`src/rtl/mux21_rr_arbiter.sv`:
```
// rtl/mux21_rr_arbiter.sv - round-robin arbiter driving a shared 2:1 mux with bounded grant tenures
module mux21_rr_arbiter #(
  parameter int WIDTH     = 8,
  parameter int MAX_BURST = 4
) (
  input  logic             clk,
  input  logic             rst,
  input  logic             req_a,
  input  logic [WIDTH-1:0] a,
  input  logic             req_b,
  input  logic [WIDTH-1:0] b,
  input  logic             out_ready,
  output logic             gnt_a,
  output logic             gnt_b,
  output logic             s,
  output logic [WIDTH-1:0] y,
  output logic             y_valid,
  output logic             last
);

  typedef enum logic [1:0] {
    IDLE    = 2'd0,
    SERVE_A = 2'd1,
    SERVE_B = 2'd2
  } state_t;

  localparam logic [7:0] LAST_BEAT = 8'(MAX_BURST - 1);

  state_t     state, state_nxt;
  logic       last_b, last_b_nxt;
  logic [7:0] cnt, cnt_nxt;
  logic       beat;
  logic       final_beat;

  assign y_valid    = (gnt_a & req_a) | (gnt_b & req_b);
  assign beat       = y_valid & out_ready;
  assign final_beat = beat & (cnt == LAST_BEAT);
  assign last       = final_beat;
  assign y          = (gnt_a | gnt_b) ? (s ? b : a) : '0;

  always_comb begin
    state_nxt  = state;
    last_b_nxt = last_b;
    cnt_nxt    = cnt;
    case (state)
      IDLE: begin
        cnt_nxt = '0;
        // Ties go to whoever was not served most recently
        if (req_a && (!req_b || last_b))
          state_nxt = SERVE_A;
        else if (req_b)
          state_nxt = SERVE_B;
      end
      SERVE_A: begin
        if (!req_a || final_beat) begin
          last_b_nxt = 1'b0;
          cnt_nxt    = '0;
          if (req_b)      state_nxt = SERVE_B;
          else if (req_a) state_nxt = SERVE_A;
          else            state_nxt = IDLE;
        end else if (beat) begin
          cnt_nxt = cnt + 8'd1;
        end
      end
      SERVE_B: begin
        if (!req_b || final_beat) begin
          last_b_nxt = 1'b1;
          cnt_nxt    = '0;
          if (req_a)      state_nxt = SERVE_A;
          else if (req_b) state_nxt = SERVE_B;
          else            state_nxt = IDLE;
        end else if (beat) begin
          cnt_nxt = cnt + 8'd1;
        end
      end
      default: begin
        state_nxt = IDLE;
        cnt_nxt   = '0;
      end
    endcase
  end

  // Grants and select are their own flops so downstream sees glitch-free controls
  always_ff @(posedge clk) begin
    if (rst) begin
      state  <= IDLE;
      last_b <= 1'b1;
      cnt    <= '0;
      gnt_a  <= 1'b0;
      gnt_b  <= 1'b0;
      s      <= 1'b0;
    end else begin
      state  <= state_nxt;
      last_b <= last_b_nxt;
      cnt    <= cnt_nxt;
      gnt_a  <= (state_nxt == SERVE_A);
      gnt_b  <= (state_nxt == SERVE_B);
      s      <= (state_nxt == SERVE_B);
    end
  end

endmodule

```
`config.mk`:
```
export PLATFORM = sky130hd
export DESIGN_NAME = mux21_rr_arbiter
export DESIGN_NICKNAME = d
export VERILOG_FILES = /design/src/rtl/mux21_rr_arbiter.sv
export SDC_FILE = /design/constraint.sdc
export NUM_CORES = 1
export LEC_CHECK = 0
export BUFFER_PORTS_ARGS = -buffer_cell sky130_fd_sc_hd__buf_4
export CAP_MARGIN = 10
export CORE_MARGIN = 2
export CORE_UTILIZATION = 40
export DETAILED_ROUTE_END_ITERATION = 6
export PLACE_DENSITY = 0.71
export SLEW_MARGIN = 20
export SYNTH_ARGS = -nofsm -noshare
export SYNTH_HDL_FRONTEND = slang
export SYNTH_SLANG_ARGS = --single-unit
```
`constraint.sdc`:
```
create_clock -name clk -period 1.7 [get_ports clk]
set_input_delay 0.255 -clock clk [delete_from_list [all_inputs] [get_ports clk]]
set_output_delay 0.255 -clock clk [all_outputs]
set_load 0.02 [all_outputs]
```
==> impl_metrics.ini, run 1 <==
[run_status]
status = complete, no violations

[final_layout]
finalNetCount = 170
syn2layout_area_growth_pct = 48.8
insertedDiodeCount = 0
utilization_pct = 63.1
final_cell_area_mm2 = 0.00125
filler_cell_count = 158
layout-drive-gt1-share_pct = 43.4

[floorplan]
floorplan.die_area_mm2 = 0.00248
num_rows = 16
start_util_pct = 42.4
die_h_um = 49.8
design.core.area_mm2 = 0.00198
io-pin-count = 34
die_w_um = 49.8

[min_path]
hold_depth = 2
holdPathEnd = s$_SDFF_PP0_
min_path_type = in -> reg
worstHoldStart = rst

[grt]
grt_use_total_pct = 16.7
grt_pass1_wl_um = 3280
grt.overflow.total = 0
antenna_found_initial = 0
grt_max_degree = 13
grt_pass1_vias = 759

[power_and_ir_drop]
p_leak_uw = 0.000592
power.density_mw_per_mm2 = 734
irDropWorstVdd_mv = 0.681
power_frac_seq_pct = 37.9
p_clk_share_pct = 20.8
cellInternalPower_uw = 608
switching_share_pct = 33.8
p_switching_uw = 310
p_comb_share_pct = 41.3

[clock_network]
clk_path_buf_depth = 2
root_buffer = clkbuf_4
ctsHtreeMaxLevel = 1
clock_latency_ps = 270
path_clk_slew_ps = 80
cts_num_sinks = 13
cts_buffers = 3
cts_tree = done

[synth]
ys_ff_latch = 13
synth_area_um2 = 841
synth_seq_area_share_pct = 31.0
synth.distinct_cells = 35
postSynthAreaPerCell_um2 = 8.67
syn_inst = 97
postSynthNetCount = 123
yosysWarningCount = 0

[critical_path]
required_ps = 1440
r2r_start = gnt_a$_SDFF_PP0_
crit_path_end_kind = output pin
crit_arrival_ps = 1390
r2r-end = gnt_a$_SDFF_PP0_
critPathLaunchType = flip-flop
critPathKind = reg -> out
slowest_stage = dfxtp_4
ff2ff_path_depth = 6
slowest_delay_ps = 370
r2r_setup_slack_ps = 80
crit_chain = a22o_4 -> and3_4 -> nand3_4 -> inv_1 -> buf_4
crit_fanout = 5

[placement]
routabilityCongestion = 0.925
dpl-instance-area_mm2 = 0.00118
portBuffers = 33
post-place-ws_ps = -55.6
hpwlAfterDp_um = 1600

[route]
initialDrtViolationCount = 20
dr_total_vias = 861
route.detailed.drc = 0
wl_um = 2050
antenna_left = 0
drtPass1Iterations = 4
vias_per_cell = 5.06
avgRoutedWirePerCell_um = 12.0

[timing]
fin_crit_sh_pct = 96.6
fin_ws_ps = 57.8
slew_viol_final = 0
fmax_mhz = 609
relSlewSlack_pct = 76.9
period_needed_ps = 1640
rsz0062_at_grt = false
tns_ps = 0
setup_viol = 0
skew_ps = 4.78
hold_violations = 0
worst_pin_slew_ps = 346

[job]
drv_cap = 0
[Yosys cell counts]
master     n  share of area, %
dfxtp_1   13                31
nor2_1    12               5.4
nand2_1   11               4.9
a22o_1     7               7.3
xor2_1     6               6.2
ha_1       5               7.4
inv_1      4               1.8
o21ai_0    4               2.4
a21oi_1    3               1.8
nand3_1    3               1.8
and2_1     2               1.5
and3_1     2               1.5
clkbuf_1   2              0.89
nor4_2     2               3.0
a211o_1    1               1.0
a21o_1     1              0.89
a221o_1    1               1.2
a22o_4     1               2.1
a311oi_2   1               1.8
a41o_1     1               1.2
and2b_1    1              0.89
and3_4     1               1.3
buf_2      1              0.59
buf_4      1              0.89
buf_6      1               1.3
mux2i_1    1               1.2
nand3_4    1               2.1
nand4_1    1              0.74
nand4b_1   1               1.0
nor2b_1    1              0.74
nor3_1     1              0.59
o21bai_1   1              0.89
o22ai_1    1              0.74
o31ai_1    1              0.89
xnor2_1    1               1.0
[metrics by stage]
step	hold WS (ps)	instances	power, uW
after CTS	182	167	918
after floorplan	319	97	571
after detailed placement	475	163	730
after global placement	465	163	722
after global routing	182	170	969
final	184	170	918
[worst max-delay path: cells and delay by family, from the launching register on]
| family | cells | cell delay, ps |
|---|---|---|
| compound gates | 1 | 250 |
| buf+inv | 2 | 200 |
| flops | 1 | 370 |
| simple gates | 2 | 290 |
[layer usage]
metal / up-vias / part of all wire (%) / GRT usage (%)
li1: 437 / - / -
met1: 387 / 41 / 20.4
met2: 35 / 50 / 28.9
met3: 2 / 7.8 / 3.64
met4: 0 / 0.64 / 5.56
met5: - / 0 / 0
[sequential cells by signal, summed over array words and instances, names as in the netlist]
register  count
state         2
last_b        1
cnt           8
s             1
gnt_a         1
[cell usage in the layout, fill, tap and decap left out, types with 2 or more instances in the layout]
master	n
dfxtp_1	9
dfxtp_4	3
and2_1	2
inv_1	4
and3_1	2
ha_2	2
buf_4	46
a22o_1	7
a21oi_1	3
nand3_1	3
nand2_1	11
nor2_1	12
ha_1	3
o21ai_0	3
xor2_1	6
clkbuf_4	3
[power by group through the flow]
stage               logic [uW]  registers [uW]  clock network, uW
finish                     379             348                191
global route               408             351                210
CTS                        378             348                193
detailed placement         376             354                  0
global placement           369             352                  0
floorplan                  211             360                  0
[cell families (layout without fill, tap and decap cells)]
family                     Yosys count  in the layout  share of synthesized area (%)
and+or+nand+nor                     39             40                           25.4
xor gates and xnor gates             7              7                           7.29
adders and majority gates            5              5                           7.44
DFF                                 13             13                           31.0
muxes                                1              1                           1.19
buffers and inverters                9             54                           5.51
AOI/OAI and AO/OA                   23             23                           22.2
[cell type report]
cell class / count / area (um^2) / area share, %
timing repair buffer: 46 / 345 / 27.6
sequential: 13 / 273 / 21.8
multi-input combinational: 76 / 558 / 44.6
clock buffer: 4 / 26.3 / 2.10
inverter: 4 / 15.0 / 1.20
tap: 27 / 33.8 / 2.70
[worst max path at each step]
stage | from | end | slack (ps) | cells past startpoint
final | gnt_a$_SDFF_PP0_ | last | 60 | 5
after global routing | state[1]$_SDFF_PP0_ | gnt_a$_SDFF_PP0_ | 4 | 6
after CTS | gnt_a$_SDFF_PP0_ | last | 20 | 5
after detailed placement | state[0]$_SDFF_PP0_ | gnt_a$_SDFF_PP0_ | -60 | 7
after global placement | state[0]$_SDFF_PP0_ | gnt_a$_SDFF_PP0_ | -50 | 7
after floorplan | gnt_a$_SDFF_PP0_ | gnt_a$_SDFF_PP0_ | 6 | 7
[repair_timing]
| item | in CTS | in global routing |
|---|---|---|
| pin swaps | 1 | 2 |
| endpoints found under the hold margin | 0 | 0 |
| endpoints found under the setup margin | 3 | 5 |
| gates resized for setup | 1 | 6 |
| buffers inserted | 0 | 2 |
| gates cloned | 0 | 1 |
| hold buffers | 0 | 0 |
Power figures use the tool's default switching activity.
==> inputs of run 2 (changes only) <==
Settings changed: BUFFER_PORTS_ARGS -buffer_cell sky130_fd_sc_hd__buf_4 to unset, DONT_BUFFER_PORTS set to 1, PLACE_DENSITY 0.71 to unset.
==> run 2 against run 1 <==
  * Die area did not move
  * Hold slack lost 160 ps
  * Flip-flop and latch count unchanged
  * Sequential power hardly changed
  * Cell count shrank 21%
==> impl_metrics.ini, run 2 (synthesis results as in run 1) <==
[final_layout]
largest-register = cnt
largest_reg_flops = 8
finalNetCount = 134
syn2layout_area_growth_pct = 17.7
filler_cell_count = 192
multiInputGateArea_um2 = 556
final_cell_area_um2 = 990
layout-drive-gt1-share_pct = 28.0
layout_commonest_cell = nor2_1
insertedDiodeCount = 0
largestRegisters = cnt x8, state x2
final_cell_mix = nor2_1 (12), nand2_1 (11), buf_4 (10)
utilization_pct = 49.9
ff_latch_area_um2 = 273

[timing]
skew_ps = 6.85
setup_viol = 0
relSlewSlack_pct = 78.4
hold_violations = 0
slew_viol_final = 0
period_needed_ps = 1650
worst_pin_slew_ps = 324
rsz0062_at_grt = true
fin_crit_sh_pct = 97.1
fmax_mhz = 606

[grt]
grt_pass1_vias = 661
grt_max_degree = 13
antenna_found_initial = 0
grt_use_total_pct = 14.5
grt_pass1_wl_um = 2750
grt.overflow.total = 0

[job]
drv_cap = 0

[critical_path]
critPathKind = reg -> reg
crit_path_end_kind = flip-flop
critPathLaunchType = flip-flop
required_ps = 1880
crit_arrival_ps = 1830
crit_fanout = 6

[placement]
routabilityCongestion = 0.827
hpwlAfterDp_um = 1380
dpl-instance-area_um2 = 926
portBuffers = 0

[clock_network]
clk_path_buf_depth = 2
cts_buffers = 3
ctsHoldBuffers = 0
path_clk_slew_ps = 80
clock_latency_ps = 280
cts_num_sinks = 13
root_buffer = clkbuf_4
ctsHtreeMaxLevel = 1
cts_tree = done

[power_and_ir_drop]
irDropWorstVdd_mv = 0.553
power.density_mw_per_mm2 = 837
p_leak_uw = 0.000418

[route]
route.detailed.drc = 0
antenna_left = 0
dr_total_vias = 745
vias_per_cell = 5.56
initialDrtViolationCount = 7
wl_um = 1790
drtPass1Iterations = 4
avgRoutedWirePerCell_um = 13.3

[floorplan]
floorplan.die_area_mm2 = 0.00248
die_w_um = 49.8
die_h_um = 49.8
design.core.area_mm2 = 0.00198
num_rows = 16
start_util_pct = 42.4
io-pin-count = 34

[min_path]
min_path_type = in -> reg

[run_status]
status = complete, no violations
==> run 2: cell types whose count changed in the layout (fill, tap and decap cells not counted), sizes merged <==
| cell | previous run | this run |
|---|---|---|
| buf | 46 | 11 |
| nand3 | 5 | 4 |
==> run 2: final cells by class <==
class	instances	share of cell area [%]
tap	27	3.41
timing repair buffer	11	8.72
sequential	13	27.6
clock buffer	4	2.65
inverter	4	1.52
multi-input combinational	75	56.1
==> run 2: report_power, final <==
part           switching [uW]  internal (uW)  total [uW]
clock network            98.8           91.1         190
logic                     172            122         294
registers                16.4            328         345
==> run 2: worst paths after layout <==
path,startpoint,depth (start not counted),slack [ps],to
max reg2reg,cnt[0]$_SDFF_PP0_,6,50,gnt_a$_SDFF_PP0_
min reg2reg,cnt[1]$_SDFF_PP0_,2,470,cnt[1]$_SDFF_PP0_
min,rst,1,30,s$_SDFF_PP0_
max,cnt[0]$_SDFF_PP0_,6,50,gnt_a$_SDFF_PP0_
==> run 2: what timing repair did <==
action,in CTS,in global routing
pin swaps,1,4
setup endpoints to repair,9,21
gates resized for setup,2,10
setup buffers,0,1
==> run 2: worst max-delay path: stages, from the launching register on <==
cell and delay, ps:
dfxtp_2 350, ha_1 140, and3_4 220, nand3_4 110
a41o_1 260, a211o_1 280, and3_1 190
==> run 2: stage by stage <==
step	power, uW	instances	hold WS [ps]	setup WS [ps]	setup TNS, ps
finish	829	134	27.9	49.9	0
global route	882	134	12.6	-30.2	-30.2
CTS	825	133	20.5	11.1	0
detailed placement	631	129	322	-1.09	-1.09
global placement	623	129	325	69.8	0
floorplan	571	97	319	5.69	0
==> run 2: layer usage <==
layer,up-vias,part of all wire [%],track usage (%)
li1,368,-,-
met1,344,39,15.2
met2,26,52,25.3
met3,7,6.6,4.85
met4,0,2.4,7.87
met5,-,0,0
==> inputs of run 3 (changes only) <==
Settings changed: CTS_BUF_LIST set to sky130_fd_sc_hd__clkbuf_8.
==> run 3 against run 2 <==
  * Clock skew grew 2.0 ps
  * Sequential power about the same
  * First-iteration DRC count increased by 57%
  * Die area unchanged
  * Via count decreased by 0.27%
  * Largest power group unchanged
==> impl_metrics.ini, run 3 (synthesis results as in run 1) <==
[timing]
worst_pin_slew_ps = 323
skew_ps = 8.86
period_needed_ps = 1650
fmax_mhz = 607
rsz0062_at_grt = true
setup_viol = 0
hold_violations = 0
fin_crit_sh_pct = 97.0
tns_ps = 0
slew_viol_final = 0
relSlewSlack_pct = 78.4

[critical_path]
critPathLaunchType = flip-flop
required_ps = 1840
crit_fanout = 6
ff2ff_path_depth = 6
crit_path_end_kind = flip-flop
slowest_delay_ps = 340
r2r_start = cnt[0]$_SDFF_PP0_
critPathKind = reg -> reg
slowest_stage = dfxtp_2
crit_arrival_ps = 1790
crit_chain = ha_1 -> and3_4 -> nand3_4 -> a41o_1 -> a211o_1 -> and3_1
cp-startpoint = cnt[0]$_SDFF_PP0_

[power_and_ir_drop]
power.density_mw_per_mm2 = 901
p_comb_share_pct = 32.2
p_clk_share_pct = 29.6
cellInternalPower_uw = 607
p_switching_uw = 297
power_frac_seq_pct = 38.3
p_leak_uw = 0.000431
switching_share_pct = 32.9
irDropWorstVdd_mv = 0.599

[grt]
grt_pass1_vias = 666
grt.overflow.total = 0
grt_use_total_pct = 14.6
grt_pass1_wl_um = 2760
grt_max_degree = 13
antenna_found_initial = 0

[route]
dr_total_vias = 743
drtPass1Iterations = 4
vias_per_cell = 5.54
route.detailed.drc = 0
wl_um = 1830
initialDrtViolationCount = 11
avgRoutedWirePerCell_um = 13.7
antenna_left = 0

[floorplan]
die_w_um = 49.8
num_rows = 16
io-pin-count = 34
start_util_pct = 42.4
floorplan.die_area_mm2 = 0.00248
design.core.area_mm2 = 0.00198
die_h_um = 49.8

[run_status]
status = complete, no violations

[min_path]
hold_depth = 1
min_path_type = in -> reg
worstHoldStart = rst

[clock_network]
path_clk_slew_ps = 60
ctsHtreeMaxLevel = 1
clock_latency_ps = 250
ctsHoldBuffers = 0
cts_num_sinks = 13
cts_buffers = 3
cts_tree = done
clk_path_buf_depth = 2
root_buffer = clkbuf_8

[placement]
hpwlAfterDp_um = 1380
routabilityCongestion = 0.827
portBuffers = 0

[final_layout]
layout-drive-gt1-share_pct = 27.1
largestRegisters = cnt x8, state x2
syn2layout_area_growth_pct = 19.3
finalNetCount = 134
largest-register = cnt
utilization_pct = 50.6
layout_commonest_cell = nor2_1
final_cell_mix = nor2_1 (12), nand2_1 (11), buf_4 (10)
largest_reg_flops = 8
insertedDiodeCount = 0

[job]
drv_cap = 0
-- run 3: changes by cell type in the layout (fill, tap and decap cells not counted), sizes merged --
| cell | delta |
|---|---|
| clkbuf | -1 |
| inv | +1 |
-- run 3: timing repair --
item	CTS	global route
pin swaps	1	4
gates resized for setup	1	9
endpoints found under the setup margin	8	14
setup buffers	0	1
-- run 3: final cells by class --
| cell class | count | area [um^2] |
|---|---|---|
| well taps | 27 | 33.8 |
| inverters | 4 | 15.0 |
| repair buffers | 11 | 86.3 |
| flip-flops and latches | 13 | 273 |
| clock inverters | 1 | 3.75 |
| multi-input cells | 75 | 551 |
| clock buffers | 3 | 41.3 |
| fillers | 193 | 978 |
-- run 3: final timing paths --
| path | endpoint | slack (ps) |
|---|---|---|
| max | gnt_a$_SDFF_PP0_ | 50 |
| max reg2reg | gnt_a$_SDFF_PP0_ | 50 |
| min reg2reg | cnt[1]$_SDFF_PP0_ | 470 |
| min | s$_SDFF_PP0_ | 70 |
-- run 3: routing by layer --
layer	global-route usage, %	wire length, um
met4	6.94	33
met5	0	0
met2	25.8	963
met3	4.85	126
met1	15.4	707
-- run 3: power by group through the flow --
stage	logic, uW	clock network [uW]	registers [uW]
2_1_floorplan	211	0	360
3_3_place_gp	274	0	348
3_5_place_dp	282	0	350
4_1_cts	286	277	343
5_1_grt	316	291	348
6_report	291	267	346
-- run 3: worst max-delay path, delay by kind of cell, from the launching register on --
kind	cells	cell delay [ps]
AO/OA/AOI/OAI	2	540
adder cells (fa/ha/maj)	1	140
AND/OR/NAND/NOR	3	520
flip-flops	1	340
-- run 3: metrics by stage --
| stage | instances | hold slack, ps | instance area (um^2) | power [uW] | setup WS, ps |
|---|---|---|---|---|---|
| 2_1_floorplan | 97 | 319 | 851 | 571 | 5.69 |
| 4_1_cts | 133 | 60.5 | 973 | 906 | 13.6 |
| 3_5_place_dp | 129 | 322 | 926 | 631 | -1.09 |
| 3_3_place_gp | 129 | 325 | 926 | 623 | 69.8 |
| 6_report | 134 | 65.2 | 1000 | 905 | 51.7 |
| 5_1_grt | 134 | 63.1 | 1000 | 955 | -24.3 |
